**src/rtl/sccb_cfg_pkg.sv**
```systemverilog
// sccb_cfg_pkg: shared FSM states, table marker codes and delay helper for the SCCB config sequencer.
package sccb_cfg_pkg;
    typedef enum logic [2:0] {START_WAIT, FETCH, DECODE, SEND, DELAY, DONE} state_e;
    localparam logic [15:0] CFG_END = 16'hFFFF;
    localparam logic [15:0] CFG_DELAY = 16'hFFF0;
    localparam logic [7:0] DEFAULT_DEVICE_ID = 8'h42;
    // Countdown reload value; a zero delay still spends one cycle in the wait state.
    function automatic logic [31:0] delay_load(input int unsigned d);
        return (d == 0) ? 32'd0 : 32'(d - 1);
    endfunction
endpackage

```
**src/rtl/sccb_cfg_rom.sv**
```systemverilog
// sccb_cfg_rom: per-camera register table, one registered read.
module sccb_cfg_rom #(
    parameter int AW = 8,
    parameter logic [16*(2**AW)-1:0] INIT = '1
) (
    input  logic          clk,
    input  logic [AW-1:0] addr,
    output logic [15:0]   data
);
    logic [15:0] data_q;
    always_ff @(posedge clk) data_q <= INIT[{addr, 4'b0000} +: 16];
    assign data = data_q;
endmodule

```
**src/rtl/sccb_cfg_sequencer.sv**
```systemverilog
// sccb_cfg_sequencer: walks the register table after a power-up delay and hands each
// {reg, value} write to the SCCB sender with a send/taken handshake.
module sccb_cfg_sequencer
    import sccb_cfg_pkg::*;
#(
    parameter logic [7:0] DEVICE_ID = DEFAULT_DEVICE_ID,
    parameter int ROM_AW = 8,
    parameter int unsigned START_DELAY = 1_000_000,
    parameter int unsigned MARK_DELAY = 500_000,
    parameter logic [16*(2**ROM_AW)-1:0] ROM_INIT = '1
) (
    input  logic              clk,
    input  logic              rst_n,
    input  logic              restart,
    output logic [7:0]        cfg_id,
    output logic [7:0]        cfg_reg,
    output logic [7:0]        cfg_value,
    output logic              send,
    input  logic              taken,
    output logic              busy,
    output logic              done,
    output logic [ROM_AW-1:0] index
);
    localparam logic [31:0] START_LD = delay_load(START_DELAY);
    localparam logic [31:0] MARK_LD = delay_load(MARK_DELAY);
    state_e state_q, state_d;
    logic [31:0] cnt_q, cnt_d;
    logic [ROM_AW-1:0] index_q, index_d;
    logic [7:0] reg_q, reg_d, val_q, val_d;
    logic send_q, send_d, done_q, done_d, adv;
    logic [15:0] rom_data;

    sccb_cfg_rom #(.AW(ROM_AW), .INIT(ROM_INIT)) u_rom (
        .clk  (clk),
        .addr (index_q),
        .data (rom_data)
    );

    always_comb begin
        state_d = state_q;
        cnt_d = cnt_q;
        index_d = index_q;
        reg_d = reg_q;
        val_d = val_q;
        send_d = send_q;
        done_d = done_q;
        adv = 1'b0;
        case (state_q)
            START_WAIT: if (cnt_q == 0) state_d = FETCH; else cnt_d = cnt_q - 1;
            FETCH: state_d = DECODE;
            DECODE: begin
                if (rom_data == CFG_END) begin
                    state_d = DONE;
                    done_d = 1'b1;
                end else if (rom_data == CFG_DELAY) begin
                    cnt_d = MARK_LD;
                    state_d = DELAY;
                end else begin
                    {reg_d, val_d} = rom_data;
                    send_d = 1'b1;
                    state_d = SEND;
                end
            end
            SEND: begin
                send_d = ~taken;
                adv = taken;
            end
            DELAY: if (cnt_q == 0) adv = 1'b1; else cnt_d = cnt_q - 1;
            DONE: begin
                if (restart) begin
                    done_d = 1'b0;
                    index_d = '0;
                    cnt_d = START_LD;
                    state_d = START_WAIT;
                end
            end
            default: state_d = START_WAIT;
        endcase
        // The last address is terminal: finish there instead of wrapping to entry 0.
        if (adv) begin
            if (&index_q) begin
                state_d = DONE;
                done_d = 1'b1;
            end else begin
                index_d = index_q + 1'b1;
                state_d = FETCH;
            end
        end
    end

    always_ff @(posedge clk or negedge rst_n) begin
        if (!rst_n) begin
            state_q <= START_WAIT;
            cnt_q <= START_LD;
            index_q <= '0;
            reg_q <= '0;
            val_q <= '0;
            send_q <= 1'b0;
            done_q <= 1'b0;
        end else begin
            state_q <= state_d;
            cnt_q <= cnt_d;
            index_q <= index_d;
            reg_q <= reg_d;
            val_q <= val_d;
            send_q <= send_d;
            done_q <= done_d;
        end
    end

    assign cfg_id = DEVICE_ID;
    assign cfg_reg = reg_q;
    assign cfg_value = val_q;
    assign send = send_q;
    assign done = done_q;
    assign busy = (state_q != DONE);
    assign index = index_q;
endmodule

```
**config.mk**
```make
export PLATFORM = sky130hd
export DESIGN_NAME = sccb_cfg_sequencer
export DESIGN_NICKNAME = d
export VERILOG_FILES = /design/src/rtl/sccb_cfg_pkg.sv /design/src/rtl/sccb_cfg_rom.sv /design/src/rtl/sccb_cfg_sequencer.sv
export SDC_FILE = /design/constraint.sdc
export NUM_CORES = 1
export LEC_CHECK = 0
export CAP_MARGIN = 10
export CORE_ASPECT_RATIO = 1.4
export CORE_UTILIZATION = 59
export DETAILED_ROUTE_END_ITERATION = 8
export GPL_TIMING_DRIVEN = 0
export PLACE_DENSITY = 0.89
export SLEW_MARGIN = 15
export SYNTH_ARGS = -nofsm -noshare
export SYNTH_HDL_FRONTEND = slang
export SYNTH_SLANG_ARGS = --single-unit
```
**constraint.sdc**
```tcl
create_clock -name clk -period 4.5 [get_ports clk]
set_input_delay 0.675 -clock clk [delete_from_list [all_inputs] [get_ports clk]]
set_output_delay 0.675 -clock clk [all_outputs]
set_load 0.1 [all_outputs]
```
Yosys cells after proc, flatten, opt, wreduce, memory -nomap -nowiden
Cells that the tools add are included.

Add/sub/neg operators: 2. $mul: 0. Div/mod/pow operators: 0. Order comparisons: 0. Equality and inequality tests: 16. Shift-type cells: 1. Mux-type cells: 26. Bitwise operators: 3. Reductions and logical operators: 11.

Operators by type and width (number): variable part select 4096 x 13 -> 16 bit, first input constant (1); two-way mux 32 bit (4); case mux 32 bit (3 select lines) (1); equality test 16 bit, second input constant (2); zero test 32 bit (1); two-way mux 8 bit (4); subtractor 32 x 1 -> 32 bit, second input constant (1); two-way mux 3 bit (6); case mux 3 bit (5 select lines) (1); != test 2 bit, second input constant (5); != test 3 bit, second input constant (3); AND reduction 3 bit (3); adder 8 x 1 -> 8 bit, second input constant (1); AND reduction 8 bit (1); two-way mux 1 bit (7); equality test 3 x 2 -> 1 bit, second input constant (2); equality test 3 bit, second input constant (2); case mux 1 bit (2 select lines) (3); AND reduction 5 bit (1); OR reduction 2 bit (2); equality test 3 x 1 -> 1 bit, second input constant (1); zero test 3 bit (1); NOT 1 bit (3); nonzero test 3 bit (1); other kinds (2) (2).

Bits in registers: 77. Bits in latches: 0. RAM bits: 0. Bits in read-only memories: 0. Input bits: 4. Output and inout bits: 35. Logic and storage cells: 67. Memories kept: 0.

Logic depth before layout (Yosys ltp)
Gate-level depths: netlist (run 1).

Depth in word-level cells: 5. Mapped depth: 9.

Cells and area by module
From an unflattened synthesis (run 1), not the netlist that was laid out.

Cells, all modules: 398. Area total of the unflattened synthesis: 3783.6 um^2.

By module, submodules not included: sccb_cfg_sequencer (times used 1, cells each 381, area an instance 3659.8 um^2); sccb_cfg_rom (times used 1, cells each 17, area an instance 123.9 um^2).

Worst setup path after synthesis (run 1)
Ideal clock, no wire load.

Path kind: reg2reg. From: reg index_q[0], in the netlist index[0]. To: reg index_q[5], in the netlist index[5]. Setup time: 0.129 ns. Arrival: 2.358 ns. Data required time: 4.371 ns. Path slack: 2.013 ns. Cell stages (with the launch flop): 8. Cells stage by stage: dfrtp_1 -> ha_1 -> nand3_1 -> nor2_1 -> nand3_1 -> o21ai_1 -> mux2i_1 -> o21ai_0.

Longest elaborated chain between the ends: 3. Elaborated cells between the ends (all ways): 4. Those cells by class: add/sub: 1; mux: 2; reduce/logical: 1.

Ends and longest elaborated chain: from (decl) (line sccb_cfg_sequencer.sv:28) `logic [ROM_AW-1:0] index_q, index_d;`; from (signal assigned) (line sccb_cfg_sequencer.sv:103) `index_q <= index_d;`; adder 8 x 1 -> 8 bit or AND reduction 8 bit (tied branches) (line sccb_cfg_sequencer.sv:85, sccb_cfg_sequencer.sv:81); two-way mux 8 bit * (line sccb_cfg_sequencer.sv:81) `if (&index_q) begin`; two-way mux 8 bit * (line sccb_cfg_sequencer.sv:80) `if (adv) begin`; net index_d[5] (line sccb_cfg_sequencer.sv:28).

The timed path passes the listed nets; every way through them passes the cells marked *. A chain may end at the register's enable or synchronous reset.

Worst setup path in the final report (run 1)
From: in restart. To: reg cnt_q[27].

Longest elaborated chain between the ends: 2.

Ends and longest elaborated chain: from (decl) (line sccb_cfg_sequencer.sv:14) `input logic restart,`; != test 2 bit (no line); AND reduction 5 bit (no line); to (signal assigned) (line sccb_cfg_sequencer.sv:102) `cnt_q <= cnt_d;`; to (decl) (line sccb_cfg_sequencer.sv:27) `logic [31:0] cnt_q, cnt_d;`.

Every way passes these cells.

==> metrics.sh, run 1 <==
ASYNCSETRESETFLOPFRACSYNTH_PCT=100
POST_CTS_RESIZE_COUNT=0
GR-USAGE-ALL-LAYERS_PCT=25.7
RUN_STATUS='finished, final reports clean'
PORTBUFFERS=14
VIA_COUNT=2232
DRIVE_ABOVE_1_SHARE_PCT=17.0
POST_SYNTH_EDFFS=0
NET-SWITCHING-POWER_mW=0.590
GATE_COUNT_POST_SYNTH=297
DETAILROUTE.WIRELENGTH.MET2_UM=2900
TIMING.FINAL.HOLD_VIOLATIONS=0
RSZ0062_AT_GRT='false'
TRITONCTS_CLOCK_TREE='built'
CRITPATHMAXFANOUT=8
HPWLAFTERDP_UM=3960
CELL_AREA_SYNTH_UM2=2670
GRT_PASS1_WL_UM=9450
MET3ROUTEDLENGTH_UM=179
POWER.SHARE.SEQUENTIAL_PCT=45.9
HOLD_PATH_CLASS='in2async'
GRT_START_MAX_NET_PINS=27
ANTENNA-DIODE-COUNT=0
YOSYS.CELL_TYPES.COUNT=45
SETUP_VIOL=0
CLKLATENCYLATEPIN_PS=300
SYNTH-SEQ-CELLS=45
DRTPASS1ITERATIONS=4
TOTAL_POWER_mW=1.39
FIN_UTIL_PCT=71.6
DIE_WIDTH_UM=58.8
FIN_SETUP_TNS_PS=0
WORSTMARGINPINSLEW_PS=1060
LEAKAGEPOWER_nW=1.39
POWER-PER-CELL-AREA_nW_PER_UM2=453
NUMPLACEDINSTANCES=394
DRV.MAX_CAP_VIOLATION_COUNT=0
POSTCTSSETUPREPAIRBUFS=0
SLEW_VIOL_FINAL=0
POWER_REPORT.INTERNAL_TOTAL_mW=0.796
CRIT_REQUIRED_PS=4660
SYNTH-WARNING-COUNT=0
AREA_DELTA_SYNTH_FINAL_PCT=14.8
GP_CONGESTION=0.863
TIMING.FMAX_MHz=318
CLOCK_SINKS=45
DRT_DRC_VIOLATIONS_LEFT=0
WIRE_PER_INST_UM=13.5
GRT_ANTENNA_BEFORE_REPAIR=0
VIA_PER_INST=5.55
LAYOUT.CELLS.NON_FILLER=402
DIE-AREA_UM2=4800
CTSLONGESTPATHBUFFERS=2
COMBINATIONALPOWERSHARE_PCT=36.4
INITIAL_UTILIZATION_PCT=62.4
CTS-HTREE-LEVELS=2
CTS-HOLD-FIX-BUFFERS=0
WORSTSETUPENDPOINTTYPE='register'
ROUTE.ANTENNA.REMAINING_NETS=0
NUM-FILL-CELLS=341
YOSYSSEQAREASHARE_PCT=42.8
CTS_ROOT_BUFFER='sky130_fd_sc_hd__clkbuf_8'
MAXSLEWHEADROOM_PCT=28.6
INITIAL_DRT_MARKERS=104
CLOCKPOWERSHARE_PCT=17.7
MOST_COMMON_FLOP_CELL_MAPPED_BY_YOSYS='sky130_fd_sc_hd__dfrtp_1'
TIMING.CLOCK.SKEW_PS=12.7
TOTAL_AREA_OF_MULTI_INPUT_COMBINATIONAL_CELLS_UM2=1350
GRT_OVERFLOW_TOTAL=0
NETSWITCHINGFRACTION_PCT=42.6
ROUTEDLENGTHMET1_UM=2250
CP.ARRIVAL_PS=3310
IOS=39
FINAL_MIN_PERIOD_OVER_CLOCK_PERIOD_PCT=70.0
ROUTED_WL_UM=5430
HIGHEST-SIGNAL-LAYER='met4'
LAYOUT.AREA.SEQ_UM2=1140
FLOORPLAN.DIE.HEIGHT_UM=81.5
STD_CELL_CORE_AREA_UM2=4270
NETS=348
MAX-VDD-IR-DROP_mV=0.268
SYNTH_AREA_PER_CELL_UM2=8.98
PERIOD_NEEDED_PS=3150
GRT_PASS1_VIAS=2146
CRIT_TYPE='in2reg'
STARTPOINT_TYPE='primary input'
TRITONCTS.NUM_BUFFERS=5
PATH_CLK_SLEW_PS=80
PLACEMENT_ROWS=28
==> metal layers <==
layer,up-vias,global-route usage [%]
met5,-,0
met4,0,10.0
met3,9,5.51
met2,48,46.1
met1,1082,29.5
li1,1093,-
==> synth_stat cells (4+ instances only) <==
library cell | n | share of area (%)
sky130_fd_sc_hd__dfrtp_1 | 33 | 31
sky130_fd_sc_hd__nand2_1 | 28 | 3.9
sky130_fd_sc_hd__nor2_1 | 26 | 3.7
sky130_fd_sc_hd__buf_4 | 24 | 6.8
sky130_fd_sc_hd__nand3_1 | 23 | 4.3
sky130_fd_sc_hd__xor2_1 | 20 | 6.6
sky130_fd_sc_hd__nor3_1 | 14 | 2.6
sky130_fd_sc_hd__dfstp_2 | 12 | 12
sky130_fd_sc_hd__a21oi_1 | 11 | 2.1
sky130_fd_sc_hd__nand2b_1 | 8 | 1.9
sky130_fd_sc_hd__nor4_1 | 8 | 1.9
sky130_fd_sc_hd__o21ai_0 | 8 | 1.5
sky130_fd_sc_hd__clkbuf_1 | 7 | 0.99
sky130_fd_sc_hd__inv_1 | 7 | 0.99
sky130_fd_sc_hd__nand4_1 | 6 | 1.4
sky130_fd_sc_hd__and3_1 | 4 | 0.94
sky130_fd_sc_hd__o22ai_1 | 4 | 0.94
sky130_fd_sc_hd__or4_1 | 4 | 1.1
==> final timing paths <==
check	from	end	slack (ps)	cells after the start
setup / recovery	restart	cnt_q[27]	1350	6
hold / removal	rst_n	cnt_q[8]	330	1
setup reg to reg	cnt_q[13]	cnt_q[24]	1710	8
hold reg to reg	send	send	500	2
max in group asynchronous	rst_n	cnt_q[0]	3610	2
min in group clk	send	send	500	2
==> cells by family (layout without fill, tap and decap cells) <==
logic type      count (synthesis)  in the layout  share of synthesized area (%)
fa+ha+maj                       3              3                           1.41
other cells                     2             24                          0.282
mux                             2              2                          0.751
flops                          45             45                           42.8
compound gates                 43             43                           10.4
simple gates                  139            139                           27.7
xor+xnor                       21             21                           6.90
buf+inv                        42             65                           9.71
==> stage by stage <==
stage	hold slack [ps]	cell area (um^2)	worst slack, ps
after detailed placement	491	2980	1030
after CTS	332	3060	1340
after global placement	462	2960	1090
after floorplan	379	2750	2010
final	326	3060	1350
after global routing	340	3060	1110
==> critical path, stage by stage <==
cell and delay (ps):
sky130_fd_sc_hd__clkdlybuf4s50_1 560, sky130_fd_sc_hd__nand2_1 110, sky130_fd_sc_hd__a211oi_1 900, sky130_fd_sc_hd__nand3_1 500
sky130_fd_sc_hd__o311ai_0 430, sky130_fd_sc_hd__o41ai_1 140
==> cell type report <==
type	count	area share [%]
multi-input combinational	232	44.1
sequential	45	37.3
buffer	35	7.60
timing repair buffer	15	5.07
tap	60	2.45
clock buffer	6	2.37
inverter	7	0.858
clock inverter	2	0.327
==> registers in the layout (all words and copies together) (netlist names) <==
name     count
cnt_q       32
send         1
index        8
done         1
state_q      3
==> cell usage in the layout, fill, tap and decap left out, drive strengths merged, types with 6 or more instances in the layout <==
master         count
nand2             28
nor2              26
nor3              14
clkdlybuf4s50     13
o21ai              9
buf               30
a21oi             11
nand4              6
nand2b             8
inv                7
dfstp             12
xor2              20
conb              24
clkbuf            13
dfrtp             33
nand3             23
nor4               8
==> power groups by stage <==
stage	sequential (mW)	clock [mW]	combinational, mW
2_1_floorplan	0.716	0	0.319
3_3_place_gp	0.631	0	0.486
3_5_place_dp	0.640	0	0.500
4_1_cts	0.634	0.248	0.503
5_1_grt	0.653	0.267	0.551
6_report	0.636	0.245	0.505
Power figures use the tool's default switching activity.
==> run 2: changes to the inputs <==
Settings changed: CORE_UTILIZATION 59 to 49, PLACE_DENSITY 0.89 to 0.79.
Clock period 4.5 ns to 2.55 ns, I/O delays scaled along.
==> run 2 against run 1 <==
- largest cell class unchanged
- largest power group unchanged
- hold slack lost 320 ps
- clock skew grew 1.0 ps
- critical path depth grew 1
- highest routed layer unchanged
==> metrics.sh, run 2 (same netlist as run 1, synthesis figures left out) <==
MAX-VDD-IR-DROP_mV=0.360  # +34%
AREA_DELTA_SYNTH_FINAL_PCT=18.8
ROUTE.ANTENNA.REMAINING_NETS=0  # unchanged
GRT_START_MAX_NET_PINS=28  # +3.7%
POWER-PER-CELL-AREA_nW_PER_UM2=823  # +82%
CRIT_REQUIRED_PS=2720  # -1940 ps
LAYOUT.CELLS.NON_FILLER=408  # +1.5%
COMBINATIONALPOWERSHARE_PCT=34.6  # -1.8 points
TIMING.FINAL.HOLD_VIOLATIONS=0  # unchanged
INITIAL_UTILIZATION_PCT=51.3  # -11 points
WIRE_PER_INST_UM=13.3  # -1.7%
LARGEST_REGISTER_FFS=32  # unchanged
AREA_OF_ALL_PLACED_CELLS_WITHOUT_FILLERS_UM2=3170  # +3.4%
DRV.MAX_CAP_VIOLATION_COUNT=0  # unchanged
DIE-AREA_UM2=5740  # +20%
GRT_OVERFLOW_TOTAL=0  # unchanged
IOS=39  # unchanged
GP_CONGESTION=0.774  # -10%
FIN_UTIL_PCT=60.9  # -11 points
CLOCK_SINKS=45  # unchanged
NETSWITCHINGFRACTION_PCT=40.8  # -1.8 points
RSZ0062_AT_GRT='false'
LAYOUT_COMMON_CELLS='sky130_fd_sc_hd__dfrtp_1, sky130_fd_sc_hd__nand2_1, sky130_fd_sc_hd__nor2_1'
MAXSLEWHEADROOM_PCT=35.2  # +6.5 points
CLOCKPOWERSHARE_PCT=21.9  # +4.2 points
GRT_ANTENNA_BEFORE_REPAIR=0  # unchanged
SLEW_VIOL_FINAL=0  # unchanged
TOTAL_POWER_mW=2.61  # +88%
TIMING.HOLD.WS_PS=10.0  # -316 ps
POST-ROUTE-WORST-SETUP-SLACK_PS=94.5  # -1260 ps
CTSLONGESTPATHBUFFERS=2  # unchanged
LAYOUT.AREA.SEQ_UM2=1140  # unchanged
NETS=348  # unchanged
VIA_PER_INST=5.44  # -2.1%
ROUTED_WL_UM=5420  # -0.22%
STD_CELL_CORE_AREA_UM2=5200  # +22%
GR-USAGE-ALL-LAYERS_PCT=20.5  # -5.2 points
CRITPATHMAXFANOUT=10  # +2
FLOORPLAN.DIE.HEIGHT_UM=89.3  # +9.5%
REGISTER_WITH_THE_HIGHEST_FLOP_COUNT='cnt_q'
PERIOD_NEEDED_PS=2460
HOLD_PATH_CLASS='in2async'
PATH_CLK_SLEW_PS=90  # about the same
CRITICAL_PATH.CELL_CHAIN='or3_4 -> or3_4 -> or4_4 -> buf_6 -> nand4b_1 -> xor2_1 -> nor2_1'
GRT_PASS1_VIAS=2100  # -2.1%
STARTPOINT_TYPE='register'
TIMING.FMAX_MHz=407
TIMING.CLOCK.SKEW_PS=13.8  # +1.02 ps
GRT_PASS1_WL_UM=9070  # -4.1%
NUMPLACEDINSTANCES=400  # +1.5%
NET-SWITCHING-POWER_mW=1.06  # +80%
TRITONCTS_CLOCK_TREE='built'
POWER.SHARE.SEQUENTIAL_PCT=43.6  # -2.3 points
LEAKAGEPOWER_nW=1.40  # +1.3%
DRTPASS1ITERATIONS=4  # unchanged
PLACEMENT_ROWS=31  # +11%
SETUP_VIOL=0  # unchanged
LEADING_CELL_TYPE_IN_THE_LAYOUT_FILL_AND_TAPS_EXCLUDED='sky130_fd_sc_hd__dfrtp_1'
PORTBUFFERS=14  # unchanged
INITIAL_DRT_MARKERS=142  # +37%
WORSTSETUPENDPOINTTYPE='register'
CTS_ROOT_BUFFER='sky130_fd_sc_hd__clkbuf_8'
POWER_REPORT.INTERNAL_TOTAL_mW=1.54  # +94%
PLACE_WS_PS=-633  # -1670 ps
DRT_DRC_VIOLATIONS_LEFT=0  # unchanged
DPL_CELL_AREA_UM2=2990  # +0.25%
TOTAL_AREA_OF_MULTI_INPUT_COMBINATIONAL_CELLS_UM2=1400  # +3.9%
CTS-HTREE-LEVELS=2  # unchanged
WORSTMARGINPINSLEW_PS=969  # -94.8 ps
FINAL_MIN_PERIOD_OVER_CLOCK_PERIOD_PCT=96.3
CRIT_TYPE='reg2reg'
NUM-FILL-CELLS=475  # +39%
CLKLATENCYLATEPIN_PS=310  # about the same
FIN_SETUP_TNS_PS=0  # unchanged
VIA_COUNT=2218  # -0.63%
WORST_PATH_MOST_REPEATED_CELL='sky130_fd_sc_hd__or3_4'
DIE_WIDTH_UM=64.3  # +9.4%
TRITONCTS.NUM_BUFFERS=5  # unchanged
HPWLAFTERDP_UM=3850  # -2.9%
CRIT_PATH_MAX_INCR_DELAY_PS=620  # -280 ps
ANTENNA-DIODE-COUNT=0  # unchanged
RUN_STATUS='finished, final reports clean'
DRIVE_ABOVE_1_SHARE_PCT=19.6  # +2.6 points
CP.ARRIVAL_PS=2620  # -690 ps
CRITICAL-PATH-SLOWEST-CELL='sky130_fd_sc_hd__or4_4'
[run 2: area by class of cell]
type / count / share of cell area, %
plain buffers: 34 / 7.39
inverters: 7 / 0.830
repair buffers: 16 / 5.10
clock buffers: 6 / 2.61
flip-flops and latches: 45 / 36.0
clock inverters: 2 / 1.19
multi-input cells: 232 / 44.3
well taps: 66 / 2.61
[run 2: repair_timing]
action	in CTS	in global routing
endpoints found under the setup margin	35	31
hold buffers	0	0
buffers inserted	0	1
pin swaps	0	3
resized for setup	3	14
[run 2: worst paths after layout]
check / depth (start not counted) / start / slack, ps / end
max in group asynchronous: 2 / rst_n / 1970 / cnt_q[14]
hold / removal: 1 / rst_n / 10 / state_q[1]
setup / recovery: 7 / cnt_q[25] / 90 / cnt_q[11]
hold reg to reg: 2 / send / 490 / send
setup reg to reg: 7 / cnt_q[25] / 90 / cnt_q[11]
min in group clk: 2 / send / 490 / send
[run 2: layer usage]
layer  wire (um)  global-route usage [%]  vias to the layer above
li1            -                       -                     1086
met3         253                    3.70                       11
met5           0                       0                        -
met2        2930                    38.7                       64
met4         121                    10.9                        0
met1        2120                    21.6                     1057
[run 2: power groups by stage]
| stage | Clock (mW) | Sequential [mW] | Combinational [mW] |
|---|---|---|---|
| 4_1_cts | 0.588 | 1.12 | 0.889 |
| 2_1_floorplan | 0 | 1.26 | 0.562 |
| 3_3_place_gp | 0 | 1.11 | 0.860 |
| 5_1_grt | 0.611 | 1.16 | 0.977 |
| 3_5_place_dp | 0 | 1.13 | 0.880 |
| 6_report | 0.570 | 1.14 | 0.901 |
[run 2: critical path: cells and delay by family (launching register included)]
family | cells | cell delay [ps]
and+or+nand+nor | 5 | 1570
buffers and inverters | 1 | 180
xor gates and xnor gates | 1 | 160
DFF | 1 | 410
==> run 3: changes to the inputs <==
Settings changed: CORE_ASPECT_RATIO 1.4 to 0.8.
==> run 3 against run 2 <==
- the flow now finishes with violations (design-rule violations)
- register-to-register slack improved by 70 ps
- clock power shrank 12%
- critical path depth shrank 1
- final area up 0.79%
- maximum frequency is 3.0% higher
- final cell count increased by 0.74%
- clock skew fell by 3.8 ps
- utilization rose by 1.4 points
- hold slack gained 490 ps
- first-iteration DRC count up 17%
- highest routed layer unchanged
==> metrics.sh, run 3 (same netlist as run 1, synthesis figures left out) <==
CTS_ROOT_BUFFER='sky130_fd_sc_hd__clkbuf_8'
POWER-PER-CELL-AREA_nW_PER_UM2=796  # -3.3%
CTSLONGESTPATHBUFFERS=2  # unchanged
DPL_CELL_AREA_UM2=2980  # -0.17%
TOTAL_AREA_OF_MULTI_INPUT_COMBINATIONAL_CELLS_UM2=1390  # -0.80%
GR-USAGE-ALL-LAYERS_PCT=20.4  # -0.12 points
IOS=39  # unchanged
MAX-VDD-IR-DROP_mV=0.646  # +79%
NUM-FILL-CELLS=465  # -2.1%
LAYOUT.CELLS.NON_FILLER=411  # +0.74%
MAXSLEWHEADROOM_PCT=32.8  # -2.4 points
PORTBUFFERS=14  # unchanged
TIMING.FMAX_MHz=420  # +3.0%
GRT_START_MAX_NET_PINS=32  # +14%
RUN_STATUS='finished with violations'
STD_CELL_CORE_AREA_UM2=5120  # -1.4%
GRT_PASS1_WL_UM=9150  # +0.92%
ROUTE.ANTENNA.REMAINING_NETS=0  # unchanged
SLEW_VIOL_FINAL=0  # unchanged
CRIT_REQUIRED_PS=2790  # +70 ps
TIMING.CLOCK.SKEW_PS=9.98  # -3.77 ps
PATH_CLK_SLEW_PS=90  # about the same
INITIAL_DRT_MARKERS=166  # +17%
VIA_PER_INST=5.37  # -1.3%
DRIVE_ABOVE_1_SHARE_PCT=20.6  # +1.0 points
TRITONCTS_CLOCK_TREE='built'
PERIOD_NEEDED_PS=2380  # -72.5 ps
LARGEST_REGISTER_FFS=32  # unchanged
TRITONCTS.NUM_BUFFERS=5  # unchanged
WIRE_PER_INST_UM=13.4  # +0.79%
VIA_COUNT=2206  # -0.54%
GRT_OVERFLOW_TOTAL=0  # unchanged
DRTPASS1ITERATIONS=6  # +2
PLACEMENT_ROWS=23  # -26%
CRIT_START='cnt_q[13]'
FINAL_MIN_PERIOD_OVER_CLOCK_PERIOD_PCT=93.5  # -2.8 points
LEADING_CELL_TYPE_IN_THE_LAYOUT_FILL_AND_TAPS_EXCLUDED='sky130_fd_sc_hd__dfrtp_1'
STARTPOINT_TYPE='register'
GRT_ANTENNA_BEFORE_REPAIR=0  # unchanged
REGISTER_WITH_THE_HIGHEST_FLOP_COUNT='cnt_q'
INITIAL_UTILIZATION_PCT=52.1  # +0.75 points
REGTOREGSTARTPOINT='cnt_q[13]'
PLACE_WS_PS=-639  # -5.66 ps
LAYOUT.AREA.SEQ_UM2=1140  # +0.11%
WORSTMARGINPINSLEW_PS=1010  # +36.0 ps
WORSTSETUPENDPOINTTYPE='register'
TIMING.HOLD.WS_PS=503  # +493 ps
LEAKAGEPOWER_nW=1.44  # +2.5%
SETUP_VIOL=0  # unchanged
NUMPLACEDINSTANCES=396  # -1.0%
NETS=355  # +2.0%
HOLD_PATH_CLASS='in2async'
HPWLAFTERDP_UM=3880  # +0.72%
CLKLATENCYLATEPIN_PS=310  # about the same
ROUTED_WL_UM=5500  # +1.5%
FLOORPLAN.DIE.HEIGHT_UM=68.0  # -24%
DRV.MAX_CAP_VIOLATION_COUNT=0  # unchanged
POST-ROUTE-WORST-SETUP-SLACK_PS=167  # +72.5 ps
CLOCK_SINKS=45  # unchanged
CTS-HTREE-LEVELS=2  # unchanged
AREA_DELTA_SYNTH_FINAL_PCT=19.7
CP.ARRIVAL_PS=2620  # about the same
DIE-AREA_UM2=5740  # about the same
FIN_SETUP_TNS_PS=0  # unchanged
DIE_WIDTH_UM=84.5  # +31%
TIMING.FINAL.HOLD_VIOLATIONS=0  # unchanged
DRT_DRC_VIOLATIONS_LEFT=4  # +4
AREA_OF_ALL_PLACED_CELLS_WITHOUT_FILLERS_UM2=3190  # +0.79%
GP_CONGESTION=0.804  # +3.9%
LAYOUT_COMMON_CELLS='sky130_fd_sc_hd__dfrtp_1, sky130_fd_sc_hd__buf_4, sky130_fd_sc_hd__nand2_1'
ANTENNA-DIODE-COUNT=0  # unchanged
CRITPATHMAXFANOUT=9  # -1
RSZ0062_AT_GRT='true'
CRIT_TYPE='reg2reg'
FAILED_CHECKS='design-rule violations'
GRT_PASS1_VIAS=1978  # -5.8%
## run 3: final cells by class
type	count	area share, %
Buffer	34	7.33
Clock buffer	7	3.02
Clock inverter	1	0.157
Inverter	7	0.823
Multi-Input combinational cell	232	43.6
Sequential cell	45	35.8
Tap cell	62	2.43
Timing Repair Buffer	23	6.90
## run 3: metrics by stage
step | total power [mW] | utilization (%)
global route | 2.68 | 62.3
global placement | 1.98 | 57.9
CTS | 2.52 | 60.9
finish | 2.54 | 62.3
detailed placement | 2.01 | 58.2
floorplan | 1.83 | -
## run 3: worst max-delay path: stages, from the launching register on
cell,delay [ps]
sky130_fd_sc_hd__dfrtp_1,470
sky130_fd_sc_hd__nor4_4,400
sky130_fd_sc_hd__nand4_1,250
sky130_fd_sc_hd__or4_4,630
sky130_fd_sc_hd__nand3b_4,150
sky130_fd_sc_hd__nor3_1,50
sky130_fd_sc_hd__or3b_1,350
## run 3: power breakdown
| group | internal (mW) | leakage (nW) | switching [mW] |
|---|---|---|---|
| clock network | 0.245 | 0.0542 | 0.253 |
| logic | 0.278 | 0.813 | 0.627 |
| registers | 0.947 | 0.573 | 0.191 |
| total | 1.47 | 1.44 | 1.07 |
## run 3: final timing paths
| kind | slack [ps] | cells past startpoint | to |
|---|---|---|---|
| max reg2reg | 170 | 6 | cnt_q[14] |
| min in group clk | 510 | 2 | send |
| min | 500 | 2 | send |
| min reg2reg | 510 | 2 | send |
| max | 170 | 6 | cnt_q[14] |
| max in group asynchronous | 1500 | 3 | cnt_q[17] |
## run 3: routing by layer
metal  routed length (um)  GRT usage (%)
met4                   72           6.78
met5                    0              0
met2                 2470           33.0
met1                 2710           28.1
met3                  240           3.98
## run 3: repair_timing
item,in CTS,in global routing
resized for setup,4,11
endpoints found under the hold margin,7,0
endpoints found under the setup margin,37,34
setup buffers,2,5
hold buffers,1,0
pin swaps,1,5
